## config.mk

```make
export PLATFORM = sky130hd
export DESIGN_NAME = acc_msg_sched_gen
export DESIGN_NICKNAME = d
export VERILOG_FILES = /design/src/rtl/acc_msg_sched_gen.sv
export SDC_FILE = /design/constraint.sdc
export NUM_CORES = 1
export LEC_CHECK = 0
export BUFFER_PORTS_ARGS = -buffer_cell sky130_fd_sc_hd__buf_4
export CELL_PAD_IN_SITES_DETAIL_PLACEMENT = 1
export CELL_PAD_IN_SITES_GLOBAL_PLACEMENT = 1
export CORE_MARGIN = 10
export CORE_UTILIZATION = 46
export CTS_CLUSTER_SIZE = 20
export DETAILED_ROUTE_END_ITERATION = 10
export PLACE_DENSITY_LB_ADDON = 0.3
export SETUP_SLACK_MARGIN = 0.02
export SLEW_MARGIN = 20
export SYNTH_ARGS = -nofsm -noshare
export SYNTH_HDL_FRONTEND = slang
export SYNTH_SLANG_ARGS = --single-unit
```

## constraint.sdc

```tcl
create_clock -name clk -period 12.06 [get_ports clk]
set_input_delay 0 -clock clk [delete_from_list [all_inputs] [get_ports clk]]
set_output_delay 0 -clock clk [all_outputs]
set_load 0.05 [all_outputs]
```

## src/rtl/acc_msg_sched_gen.sv

```systemverilog
// SHA-2 message-schedule generator: loads a 16-word block and streams W0..W(ROUNDS-1)
// over a valid/ready handshake, using a sliding 16-word window.
module acc_msg_sched_gen #(
   parameter int WORD_W = 32,
   parameter int ROUNDS = 64,
   parameter int IDX_W  = $clog2(ROUNDS)
) (
   input  logic                   clk,
   input  logic                   rst_n,
   input  logic                   start,
   input  logic                   abort,
   input  logic [16*WORD_W-1:0]   block_in,
   input  logic                   w_ready,
   output logic                   w_valid,
   output logic [WORD_W-1:0]      w_out,
   output logic [IDX_W-1:0]       w_idx,
   output logic                   busy,
   output logic                   done
);

   if (!(WORD_W == 32 || WORD_W == 64)) begin : g_bad_word_w
      $error("acc_msg_sched_gen: WORD_W must be 32 or 64");
   end
   if (ROUNDS < 16 || ROUNDS > 80) begin : g_bad_rounds
      $error("acc_msg_sched_gen: ROUNDS must be in 16..80");
   end

   localparam bit          IS64  = (WORD_W == 64);
   localparam int unsigned S0_RA = IS64 ? 1  : 7;
   localparam int unsigned S0_RB = IS64 ? 8  : 18;
   localparam int unsigned S0_SH = IS64 ? 7  : 3;
   localparam int unsigned S1_RA = IS64 ? 19 : 17;
   localparam int unsigned S1_RB = IS64 ? 61 : 19;
   localparam int unsigned S1_SH = IS64 ? 6  : 10;

   typedef enum logic {IDLE, RUN} state_t;

   state_t            state_q, state_d;
   logic [WORD_W-1:0] win_q [16];
   logic [WORD_W-1:0] win_d [16];
   logic [IDX_W-1:0]  idx_q, idx_d;
   logic              done_q, done_d;
   logic [WORD_W-1:0] sig0, sig1, new_word;
   logic              last;

   function automatic logic [WORD_W-1:0] rotr(input logic [WORD_W-1:0] x,
                                              input int unsigned n);
      return (x >> n) | (x << (WORD_W - n));
   endfunction

   always_comb begin
      sig0     = rotr(win_q[1], S0_RA) ^ rotr(win_q[1], S0_RB) ^ (win_q[1] >> S0_SH);
      sig1     = rotr(win_q[14], S1_RA) ^ rotr(win_q[14], S1_RB) ^ (win_q[14] >> S1_SH);
      new_word = sig1 + win_q[9] + sig0 + win_q[0];
   end

   assign last = (idx_q == IDX_W'(ROUNDS - 1));

   always_comb begin
      state_d = state_q;
      win_d   = win_q;
      idx_d   = idx_q;
      done_d  = 1'b0;
      case (state_q)
         IDLE: begin
            if (start && !abort) begin
               for (int unsigned k = 0; k < 16; k++) begin
                  win_d[k] = block_in[(16-k)*WORD_W-1 -: WORD_W];
               end
               idx_d   = '0;
               state_d = RUN;
            end
         end
         RUN: begin
            // abort outranks any beat, including the final one
            if (abort) begin
               state_d = IDLE;
               idx_d   = '0;
            end else if (w_ready) begin
               for (int unsigned k = 0; k < 15; k++) begin
                  win_d[k] = win_q[k+1];
               end
               win_d[15] = new_word;
               idx_d     = idx_q + IDX_W'(1);
               if (last) begin
                  state_d = IDLE;
                  idx_d   = '0;
                  done_d  = 1'b1;
               end
            end
         end
         default: state_d = IDLE;
      endcase
   end

   always_ff @(posedge clk or negedge rst_n) begin
      if (!rst_n) begin
         state_q <= IDLE;
         idx_q   <= '0;
         done_q  <= 1'b0;
         for (int unsigned k = 0; k < 16; k++) begin
            win_q[k] <= '0;
         end
      end else begin
         state_q <= state_d;
         idx_q   <= idx_d;
         done_q  <= done_d;
         win_q   <= win_d;
      end
   end

   assign w_valid = (state_q == RUN);
   assign busy    = (state_q == RUN);
   assign w_out   = win_q[0];
   assign w_idx   = idx_q;
   assign done    = done_q;

endmodule

```

==> results of run 1 <==
## layout make-up
class / instances / area [µm²]
fillers: 6403 / 20700
multi-input cells: 1987 / 13700
flip-flops and latches: 520 / 13000
repair buffers: 1097 / 9640
clock buffers: 77 / 1650
well taps: 782 / 978
inverters: 125 / 469
clock inverters: 30 / 412
diodes: 56 / 140
## cells by family after synthesis
family | share of synthesized area
AO/OA/AOI/OAI | 0.119
XOR/XNOR | 0.0452
adder cells (fa/ha/maj) | 0.0580
buffers and inverters | 0.0557
flip-flops | 0.460
multiplexers | 0.174
AND/OR/NAND/NOR | 0.0878
## worst paths after layout
path	cells past startpoint	slack (ps)	end	start
worst max-delay path	6	6490	win_q[266]	busy
min in group asynchronous	3	440	w_idx[4]	rst_n
max in group asynchronous	5	9540	win_q[359]	rst_n
worst min register to register	2	490	win_q[67]	win_q[67]
worst max register to register	6	6490	win_q[266]	busy
worst min-delay path	4	210	win_q[116]	block_in[116]
## sequential cells by signal (all words and copies together) (netlist names)
signal,cells
win_q,480
done,1
w_idx,6
busy,1
w_out,32
## per-layer routing
| layer | GRT usage | share of wire | vias to the layer above |
|---|---|---|---|
| li1 | - | - | 11500 |
| met1 | 0.436 | 0.34 | 14100 |
| met2 | 0.672 | 0.47 | 1869 |
| met3 | 0.132 | 0.096 | 813 |
| met4 | 0.334 | 0.096 | 44 |
| met5 | 0 | 0.0019 | - |
## repair_timing
action,CTS,global route
buffers inserted,0,0
hold buffers,522,0
hold endpoints to repair,605,0
## cells in the mapped netlist (14+ instances only)
cell	instances	share of area
sky130_fd_sc_hd__o21ai_0	534	0.094
sky130_fd_sc_hd__nand2_1	532	0.071
sky130_fd_sc_hd__dfrtp_1	520	0.46
sky130_fd_sc_hd__mux2i_1	493	0.17
sky130_fd_sc_hd__clkbuf_1	171	0.023
sky130_fd_sc_hd__inv_1	125	0.017
sky130_fd_sc_hd__xnor2_1	79	0.024
sky130_fd_sc_hd__xor2_1	67	0.021
sky130_fd_sc_hd__fa_1	62	0.044
sky130_fd_sc_hd__a21oi_1	51	0.0090
sky130_fd_sc_hd__buf_4	33	0.0088
sky130_fd_sc_hd__ha_1	32	0.014
sky130_fd_sc_hd__buf_2	30	0.0053
sky130_fd_sc_hd__buf_1	18	0.0024
sky130_fd_sc_hd__nor3b_1	17	0.0045
sky130_fd_sc_hd__nor2_1	16	0.0021
sky130_fd_sc_hd__a21o_1	14	0.0037
## power by group through the flow
stage                     combinational (mW)  clock [mW]  sequential [mW]
after floorplan                         3.63           0             2.34
after global placement                  5.15           0             2.58
after detailed placement                5.26           0             2.61
after CTS                               5.46        1.95             2.59
after global routing                    6.21        2.11             2.70
final                                   5.77        2.04             2.70
## metrics by stage
| step | setup WS [ps] | cell area [µm²] | hold slack [ps] |
|---|---|---|---|
| 2_1_floorplan | 8070 | 28300 | -296 |
| 3_3_place_gp | 7220 | 32600 | 48.4 |
| 3_5_place_dp | 7010 | 32600 | 56.8 |
| 4_1_cts | 6990 | 39900 | 176 |
| 5_1_grt | 6460 | 40000 | 236 |
| 6_report | 6490 | 40000 | 206 |
## tightest hold or removal path, delay by kind of cell
| family | cells | cell delay, ps |
|---|---|---|
| buf+inv | 2 | 620 |
| compound gates | 1 | 140 |
| mux | 1 | 50 |
==> summary.txt, run 1 <==
Pwr
  • Peak VDD IR: 0.000262 V
  • Cell Pwr Density: 263 nW/µm²
  • Switching power share of the total: 0.485
  • Sequential power share: 0.257
  • Power share of the clock group: 0.194
  • Combinational fraction of design power: 0.549
  • Cell Int Power: ~5.4 mW
  • Switching Power: roughly 5.1 mW
  • Overall power of the completed layout: 10.5 mW
  • Standby leakage power: roughly 19 nW

Cells and area
  • Share of the core filled with cells: 0.660
  • Final net count: 4400
  • Area delta synth->final: 41.4%
  • Finished Layout Cells: approximately 4700
  • Layout cells sized above 1: 0.179
  • Most common library cell in the layout ignoring fill and taps: sky130_fd_sc_hd__buf_4
  • Most used cells in the layout excluding fill and tap cells: sky130_fd_sc_hd__buf_4 (565), sky130_fd_sc_hd__nand2_1 (532), sky130_fd_sc_hd__o21ai_0 (532), sky130_fd_sc_hd__dlygate4sd3_1 (521), sky130_fd_sc_hd__dfrtp_1 (519)

STA
  • Number of failing setup endpoints in the final timing report: 0
  • Count of final max-slew check failures: 0
  • Maximum achievable frequency: 180 MHz
  • Worst slew slack as a fraction of its limit: 0.0395
  • Number of hold violations in the final report: 0
  • Unrepaired setup endpoints after global routing: no
  • Setup Skew: about 43 ps
  • Final setup TNS: 0 ps
  • Worst slew pin tran: roughly 1400 ps
  • Final Critical Period: approximately 5600 ps
  • Portion of the clock cycle consumed by the worst path in the final layout: 0.461

GRT
  • First-pass GRT wire length: between 200 and 250 mm
  • Number of global-route vias before repair: ~31000
  • Global router's overall resource usage: 0.412
  • Global route total overflow: 0
  • Initial antenna violation count: 58
  • Largest net degree at the start of global routing: approximately 310

Place
  • PortBufs: between 500 and 600
  • Final weighted congestion in routability-driven placement: between 0.9 and 1
  • Placed wire-length estimate after detailed placement: around 86 mm
  • Number of instances in the placed design: 3988

Routing
  • DRC viols: 0
  • Iteration-0 DRC count of the detailed router: about 2700
  • Post-Route WL: between 150 and 200 mm
  • Drt via density: between 6 and 7
  • WL/cell: roughly 34 µm
  • Remaining antenna violation count after routing: 0
  • Total vias in the final route: about 28000
  • First drt pass iteration count: 7

CTS
  • Buffer cell driving the clock tree root: sky130_fd_sc_hd__clkbuf_16
  • Clock tree from TritonCTS: yes
  • Clock latency on the worst-skew pair: 670 ps
  • Total number of clock tree sinks: between 500 and 600
  • H-Tree Depth: 2
  • Clock transition at the registers of the reported paths: approximately 90 ps
  • CTS Buffer Depth: 3
  • Inserted Clock Buffers: between 50 and 60
  • Number of gates resized after cts: 0

Worst setup path
  • Required time reported for the critical path endpoint: roughly 12000 ps
  • Kind of critical path: flop to flop
  • Critical path launch point type: flop
  • Gate family responsible for the most delay along the worst path: buffers and inverters
  • Delay contributed by the slowest stage of the critical path: about 1000 ps
  • Maximum net fanout on the critical path: ~310
  • Critical Path, Cell by Cell: buf_4 -> nand2b_1 -> a21o_4 -> buf_12 -> buf_12 -> o21ai_0
  • Critical path buffer and inverter count: 3
  • Endpoint class of the critical path: flop
  • Most used cell, CP: sky130_fd_sc_hd__buf_12
  • Worst path arrival time: ~5900 ps
  • Slowest CP cell: sky130_fd_sc_hd__dfrtp_4

Floorplanning
  • Initial Util: 0.466
  • Area of the die: between 70000 and 80000 µm²
  • I/O pin cnt: ~560
  • Y dimension of the die: between 200 and 300 µm
  • Die W: 268 µm
  • CORE AREA: about 61000 µm²
  • Rows: 90

Yosys
  • Syn Nets: around 3500
  • Number of synthesis warnings: 0
  • Post-Synthesis Mean Instance Area: 9.82 µm²
  • Post-Synthesis Cells: 2884
  • Total standard cell area after synthesis: ~28000 µm²
  • Async SR Flop Fraction: 1.00
  • Share of the yosys chip area belonging to registers: 0.460
  • Most used flip-flop cell after synthesis: sky130_fd_sc_hd__dfrtp_1
  • Flops & latches, synth: 520
  • Post-synth cell types: 51
  • Number of synthesized flops with an enable pin: 0

Run status
  • Result of the run: completed

Job
  • Max Cap Viol: 0

Min path
  • HP Class: input port to flop
(Power assumes the default switching activity.)
==> run 2: changes to the inputs <==
Settings changed: CORE_UTILIZATION 46 to 39.
Clock period 12.06 ns to 5.1 ns, I/O delays scaled along.
==> run 2 against run 1 <==
Utilization shrank 9.8 points. Register-to-register slack worse by 6000 ps. Clock power is 130% higher. Design area rose by 0.60%. Routed wire length shrank 16%. Worst hold slack got worse by 87 ps. Sequential power grew 130%. Critical path depth up 8. Final cell count up 3.3%. Sequential share of layout area down 0.19 points. Clock skew shrank 21 ps. Maximum frequency increased by 20%. Largest power group unchanged.
==> summary.txt, run 2 (synthesized netlist as in run 1, its figures left out) <==
Place
  • Final weighted congestion in routability-driven placement: 0.907 (-4.2%)
  • Placed wire-length estimate after detailed placement: 89.2 mm (+4.3%)
  • PortBufs: 557 (unchanged)

CTS
  • Clock transition at the registers of the reported paths: 60 ps (-30 ps)
  • Number of gates resized after cts: 0 (unchanged)
  • Clock latency on the worst-skew pair: 650 ps (-20 ps)
  • Number of buffers inserted to repair setup after CTS: 0 (unchanged)
  • Total number of clock tree sinks: 520 (unchanged)
  • Buffer cell driving the clock tree root: sky130_fd_sc_hd__clkbuf_16
  • CTS Buffer Depth: 3 (unchanged)
  • Inserted Clock Buffers: 60 (+3.4%)
  • Clock tree from TritonCTS: yes
  • H-Tree Depth: 2 (unchanged)

GRT
  • Met2 track demand over resource: 0.515 (-0.157)
  • Most used routing layer in global routing: met2
  • M3 GR Usage: 0.0621 (-0.0695)
  • Global router's overall resource usage: 0.309 (-0.103)
  • Global route total overflow: 0 (unchanged)
  • Initial antenna violation count: 42 (-28%)
  • Global-route track usage on met1: 0.374 (-0.0619)
  • First-pass GRT wire length: 193 mm (-10%)
  • Number of global-route vias before repair: 29100 (-6.4%)
  • Largest net degree at the start of global routing: 212 (-31%)

Routing
  • Drt via density: 5.31 (-12%)
  • Post-Route WL: 133 mm (-16%)
  • DRC viols: 0 (unchanged)
  • WL/cell: 27.6 µm (-18%)
  • Remaining antenna violation count after routing: 0 (unchanged)
  • First drt pass iteration count: 5 (-2)
  • Iteration-0 DRC count of the detailed router: 1667 (-38%)
  • Total vias in the final route: 25700 (-9.5%)

Cells and area
  • Area delta synth->final: 42.3%
  • Sequential cell area: 13000 µm² (unchanged)
  • Share of the core filled with cells: 0.562 (-0.0981)
  • Layout cells sized above 1: 0.179 (+0.000242)
  • Largest reg by FF count: win_q
  • Flip-flop count of the largest register, all copies and words added: 480 (unchanged)
  • Most common library cell in the layout ignoring fill and taps: sky130_fd_sc_hd__buf_4
  • Final net count: 4406 (+0.14%)
  • Most used cells in the layout excluding fill and tap cells: sky130_fd_sc_hd__buf_4 (569), sky130_fd_sc_hd__o21ai_0 (534), sky130_fd_sc_hd__nand2_1 (532), sky130_fd_sc_hd__dlygate4sd3_1 (520), sky130_fd_sc_hd__dfrtp_1 (519)
  • Area of the multi-input gates: 13700 µm² (unchanged)
  • Filler cell count in the final layout: 7757 (+21%)

Job
  • Max Cap Viol: 0 (unchanged)

STA
  • Setup Skew: 22.6 ps (-20.8 ps)
  • Worst slew pin tran: 1010 ps (-415 ps)
  • Worst slew slack as a fraction of its limit: 0.326 (+0.287)
  • Number of failing setup endpoints in the final timing report: 0 (unchanged)
  • Number of hold violations in the final report: 0 (unchanged)
  • Final Critical Period: 4640 ps (-927 ps)
  • Final setup TNS: 0 ps (unchanged)
  • Count of final max-slew check failures: 0 (unchanged)
  • Portion of the clock cycle consumed by the worst path in the final layout: 0.909 (+0.448)
  • Maximum achievable frequency: 216 MHz (+20%)
  • Unrepaired setup endpoints after global routing: no

Pwr
  • Power share of the clock group: 0.193 (about the same)
  • Peak VDD IR: 0.000744 V (+180%)
  • Cell Pwr Density: 591 nW/µm² (+130%)
  • Sequential power share: 0.257 (about the same)
  • Cell Int Power: 12.8 mW (+140%)
  • Standby leakage power: 18.9 nW (+0.22%)
  • Switching Power: 11.0 mW (+120%)
  • Switching power share of the total: 0.464 (-0.0214)
  • Combinational fraction of design power: 0.549 (about the same)

Floorplanning
  • Y dimension of the die: 289 µm (+8.0%)
  • Rows: 98 (+8.9%)
  • I/O pin cnt: 558 (unchanged)
  • CORE AREA: 71700 µm² (+18%)
  • Area of the die: 83800 µm² (+17%)
  • Die W: 289 µm (+8.0%)
  • Initial Util: 0.395 (-0.0718)

Worst setup path
  • Critical path launch point type: flop
  • Endpoint class of the critical path: flop
  • Required time reported for the critical path endpoint: 5580 ps (-6780 ps)
  • Kind of critical path: flop to flop
  • Maximum net fanout on the critical path: 5 (-98%)
  • Worst path arrival time: 5120 ps (-750 ps)

Run status
  • Result of the run: completed

Min path
  • HP Class: input port to flop
-- run 2: stage by stage --
step                setup WS [ps]  cells  hold WS (ps)  area (µm²)  total power, mW
floorplan                    1110   2884          -296       28300             14.1
detailed placement            481   4162         -46.8       32900             18.5
finish                        462   4828           118       40300             23.8
global route                  164   4826           136       40300             25.4
global placement              542   4162         -49.6       32900             18.2
CTS                           442   4792          66.3       40200             23.6
-- run 2: worst max-delay path, stage by stage (launching register included) --
cell                        delay (ps)
sky130_fd_sc_hd__dfrtp_1           460
sky130_fd_sc_hd__xor2_1            310
sky130_fd_sc_hd__xnor2_1           230
sky130_fd_sc_hd__fa_1              480
sky130_fd_sc_hd__inv_1              80
sky130_fd_sc_hd__fa_1              420
sky130_fd_sc_hd__ha_1              230
sky130_fd_sc_hd__fa_1              480
sky130_fd_sc_hd__a21o_1            230
sky130_fd_sc_hd__a221oi_2          420
sky130_fd_sc_hd__o2bb2ai_2         160
sky130_fd_sc_hd__a21oi_1           460
sky130_fd_sc_hd__o41ai_1           170
sky130_fd_sc_hd__xnor2_1           220
sky130_fd_sc_hd__o21ai_0           120
-- run 2: repair_timing --
action	in CTS	in global routing
hold buffers	521	0
hold endpoints to repair	935	0
setup endpoints to repair	0	0
-- run 2: power groups by stage --
stage / combinational (mW) / clock [mW] / sequential (mW)
6_report: 13.1 / 4.60 / 6.12
5_1_grt: 14.3 / 4.83 / 6.20
4_1_cts: 12.9 / 4.62 / 6.04
3_5_place_dp: 12.4 / 0 / 6.10
3_3_place_gp: 12.2 / 0 / 6.05
2_1_floorplan: 8.59 / 0 / 5.54
-- run 2: per-layer routing --
layer  share of wire  wire (µm)
met3           0.060       8010
met5         0.00062         82
met1            0.40      53000
met4           0.056       7510
met2            0.48      64500
-- run 2: final timing paths --
| check | startpoint | end | slack [ps] | cells after the start |
|---|---|---|---|---|
| worst min-delay path | block_in[14] | win_q[14] | 120 | 4 |
| worst max register to register | win_q[467] | win_q[21] | 460 | 14 |
| worst min register to register | win_q[0] | win_q[0] | 480 | 2 |
| worst max-delay path | win_q[467] | win_q[21] | 460 | 14 |
| min in group asynchronous | rst_n | win_q[351] | 510 | 4 |
| max in group asynchronous | rst_n | win_q[176] | 3600 | 4 |
-- run 2: final cells by class --
cell class,instances,share of cell area
clock inverter,17,0.00590
antenna,36,0.00224
tap,950,0.0295
multi-input combinational,1987,0.341
inverter,125,0.0116
clock buffer,92,0.0455
timing repair buffer,1101,0.241
sequential,520,0.323
==> run 3: changes to the inputs <==
==> constraint.sdc (replaced) <==
create_clock -name clk -period 5.1 [get_ports clk]
set_input_delay 1.02 -clock clk [delete_from_list [all_inputs] [get_ports clk]]
set_output_delay 1.02 -clock clk [all_outputs]
set_load 0.05 [all_outputs]
==> run 3 against run 2 <==
Worst setup slack gained 61 ps. Sequential cell count did not move. Total power is 1.7% lower. Highest routed layer unchanged. Clock power rose by 4%. Count of clock-buffer cells in the layout shrank 7. Largest cell class unchanged. Non-clock buffer count fell by 514. Final cell count decreased by 11%. Combinational power is 5% lower. Via count decreased by 13%. Clock skew rose by 18 ps.
==> summary.txt, run 3 (synthesized netlist as in run 1, its figures left out) <==
CTS
  • Inserted Clock Buffers: 60 (unchanged)
  • H-Tree Depth: 2 (unchanged)
  • Number of gates resized after cts: 0 (unchanged)
  • CTS Buffer Depth: 3 (unchanged)
  • Clock transition at the registers of the reported paths: 60 ps (about the same)
  • Clock latency on the worst-skew pair: 660 ps (about the same)
  • Total number of clock tree sinks: 520 (unchanged)
  • Number of buffers inserted to repair setup after CTS: 0 (unchanged)
  • Clock tree from TritonCTS: yes
  • Buffer cell driving the clock tree root: sky130_fd_sc_hd__clkbuf_16
  • Quantity of hold-fixing buffers added after cts: 0 (-100%)

Worst setup path
  • Worst path arrival time: 5080 ps (-40 ps)
  • Most used cell, CP: sky130_fd_sc_hd__fa_1
  • Destination of the worst register-to-register timing path: win_q[23]
  • Critical path buffer and inverter count: 1 (unchanged)
  • Delay contributed by the slowest stage of the critical path: 480 ps (about the same)
  • Gate family responsible for the most delay along the worst path: compound AO/OA/AOI/OAI gates
  • Endpoint class of the critical path: flop
  • Number of cell instances on the worst register-to-register path: 14 (unchanged)
  • Reg2Reg Launch Point: win_q[467]
  • Kind of critical path: flop to flop
  • Slack of the worst reg-to-reg path: 520 ps (+60 ps)
  • Maximum net fanout on the critical path: 5 (unchanged)
  • Critical Path, Cell by Cell: xor2_1 -> xnor2_1 -> fa_1 -> inv_1 -> fa_1 -> ha_1 -> fa_1 -> a21o_1 -> a221oi_2 -> o2bb2ai_2 -> a221o_1 -> a31oi_1 -> xor2_1 -> o21ai_0
  • Slowest CP cell: sky130_fd_sc_hd__fa_1
  • Required time reported for the critical path endpoint: 5600 ps (+20 ps)
  • Critical path launch point type: flop

STA
  • Final Critical Period: 4580 ps (-61.4 ps)
  • Number of hold violations in the final report: 0 (unchanged)
  • Worst slew slack as a fraction of its limit: 0.320 (-0.00645)
  • Number of failing setup endpoints in the final timing report: 0 (unchanged)
  • Count of final max-slew check failures: 0 (unchanged)
  • Worst-case setup margin in the final layout: 523 ps (+61.4 ps)
  • Worst slew pin tran: 1020 ps (+9.68 ps)
  • Maximum achievable frequency: 218 MHz (+1.3%)
  • Unrepaired setup endpoints after global routing: no
  • Setup Skew: 40.1 ps (+17.6 ps)
  • Final setup TNS: 0 ps (unchanged)
  • Portion of the clock cycle consumed by the worst path in the final layout: 0.897 (-0.0120)

Pwr
  • Peak VDD IR: 0.000654 V (-12%)
  • Standby leakage power: 16.8 nW (-11%)
  • Overall power of the completed layout: 23.4 mW (-1.7%)
  • Cell Pwr Density: 664 nW/µm² (+12%)

GRT
  • Largest net degree at the start of global routing: 193 (-9.0%)
  • Number of global-route vias before repair: 24400 (-16%)
  • Initial antenna violation count: 34 (-19%)
  • Global route total overflow: 0 (unchanged)
  • First-pass GRT wire length: 162 mm (-16%)
  • Global router's overall resource usage: 0.262 (-0.0475)

Cells and area
  • Share of the core filled with cells: 0.491 (-0.0703)
  • Most used cells in the layout excluding fill and tap cells: sky130_fd_sc_hd__buf_4 (571), sky130_fd_sc_hd__o21ai_0 (534), sky130_fd_sc_hd__nand2_1 (532), sky130_fd_sc_hd__dfrtp_1 (519), sky130_fd_sc_hd__mux2i_1 (493)
  • Largest reg by FF count: win_q
  • Flip-flop count of the largest register, all copies and words added: 480 (unchanged)
  • Final net count: 3892 (-12%)
  • Area delta synth->final: 24.5%
  • Layout cells sized above 1: 0.208 (+0.0293)
  • Most common library cell in the layout ignoring fill and taps: sky130_fd_sc_hd__buf_4
  • Final instance area: 35200 µm² (-13%)

Routing
  • Post-Route WL: 113 mm (-15%)
  • Iteration-0 DRC count of the detailed router: 1234 (-26%)
  • Remaining antenna violation count after routing: 0 (unchanged)
  • Drt via density: 5.22 (-1.9%)
  • DRC viols: 0 (unchanged)
  • WL/cell: 26.3 µm (-4.4%)
  • Total vias in the final route: 22400 (-13%)
  • First drt pass iteration count: 5 (unchanged)

Min path
  • HP Class: input port to asynchronous set/reset pin

Place
  • PortBufs: 557 (unchanged)
  • Worst slack at placement: 522 ps (+40.7 ps)
  • Post-DP Area: 33000 µm² (+0.35%)
  • Placed wire-length estimate after detailed placement: 89.7 mm (+0.47%)
  • Final weighted congestion in routability-driven placement: 0.882 (-2.7%)

Floorplanning
  • Die W: 289 µm (unchanged)
  • Rows: 98 (unchanged)
  • Y dimension of the die: 289 µm (unchanged)
  • CORE AREA: 71700 µm² (unchanged)
  • Initial Util: 0.395 (unchanged)
  • I/O pin cnt: 558 (unchanged)
  • Area of the die: 83800 µm² (unchanged)

Job
  • Max Cap Viol: 0 (unchanged)

Run status
  • Result of the run: completed
[run 3: changes by cell type in the layout (fill, tap and decap cells not counted), sizes merged]
cell         change
clkinvlp         +2
buf              +6
dlygate4sd3    -520
clkbuf           -7
bufinv           +7
diode           -15
[run 3: power breakdown]
group,switching [mW],internal (mW),total [mW]
registers,0.984,5.07,6.05
logic,7.80,4.75,12.5
clock network,1.90,2.90,4.80
[run 3: how the worst max path moves through the flow]
| stage | start | end | cells past startpoint |
|---|---|---|---|
| after floorplan | win_q[467] | win_q[23] | 15 |
| after global placement | win_q[467] | win_q[23] | 14 |
| after detailed placement | win_q[467] | win_q[27] | 14 |
| after CTS | win_q[467] | win_q[23] | 14 |
| after global routing | win_q[467] | win_q[23] | 14 |
| final | win_q[467] | win_q[23] | 14 |
[run 3: metal layers]
layer	vias to the layer above	wire, µm	track usage
met3	185	8120	0.0773
li1	10500	-	-
met2	614	53100	0.414
met1	11100	47400	0.330
met5	-	151	0
met4	24	4550	0.110
[run 3: final cells by class]
cell class | instances | area (µm²)
Fill cell | 8063 | 36500
Antenna cell | 21 | 52.6
Clock inverter | 26 | 463
Sequential cell | 520 | 13000
Inverter | 125 | 469
Timing Repair Buffer | 587 | 4600
Multi-Input combinational cell | 1987 | 13700
Tap cell | 950 | 1190
Clock buffer | 85 | 1720
[run 3: metrics by stage]
stage / cells / hold WS (ps)
after global placement: 4169 / 460
after CTS: 4280 / 436
after detailed placement: 4169 / 470
after global routing: 4298 / 458
after floorplan: 2884 / 449
final: 4301 / 387
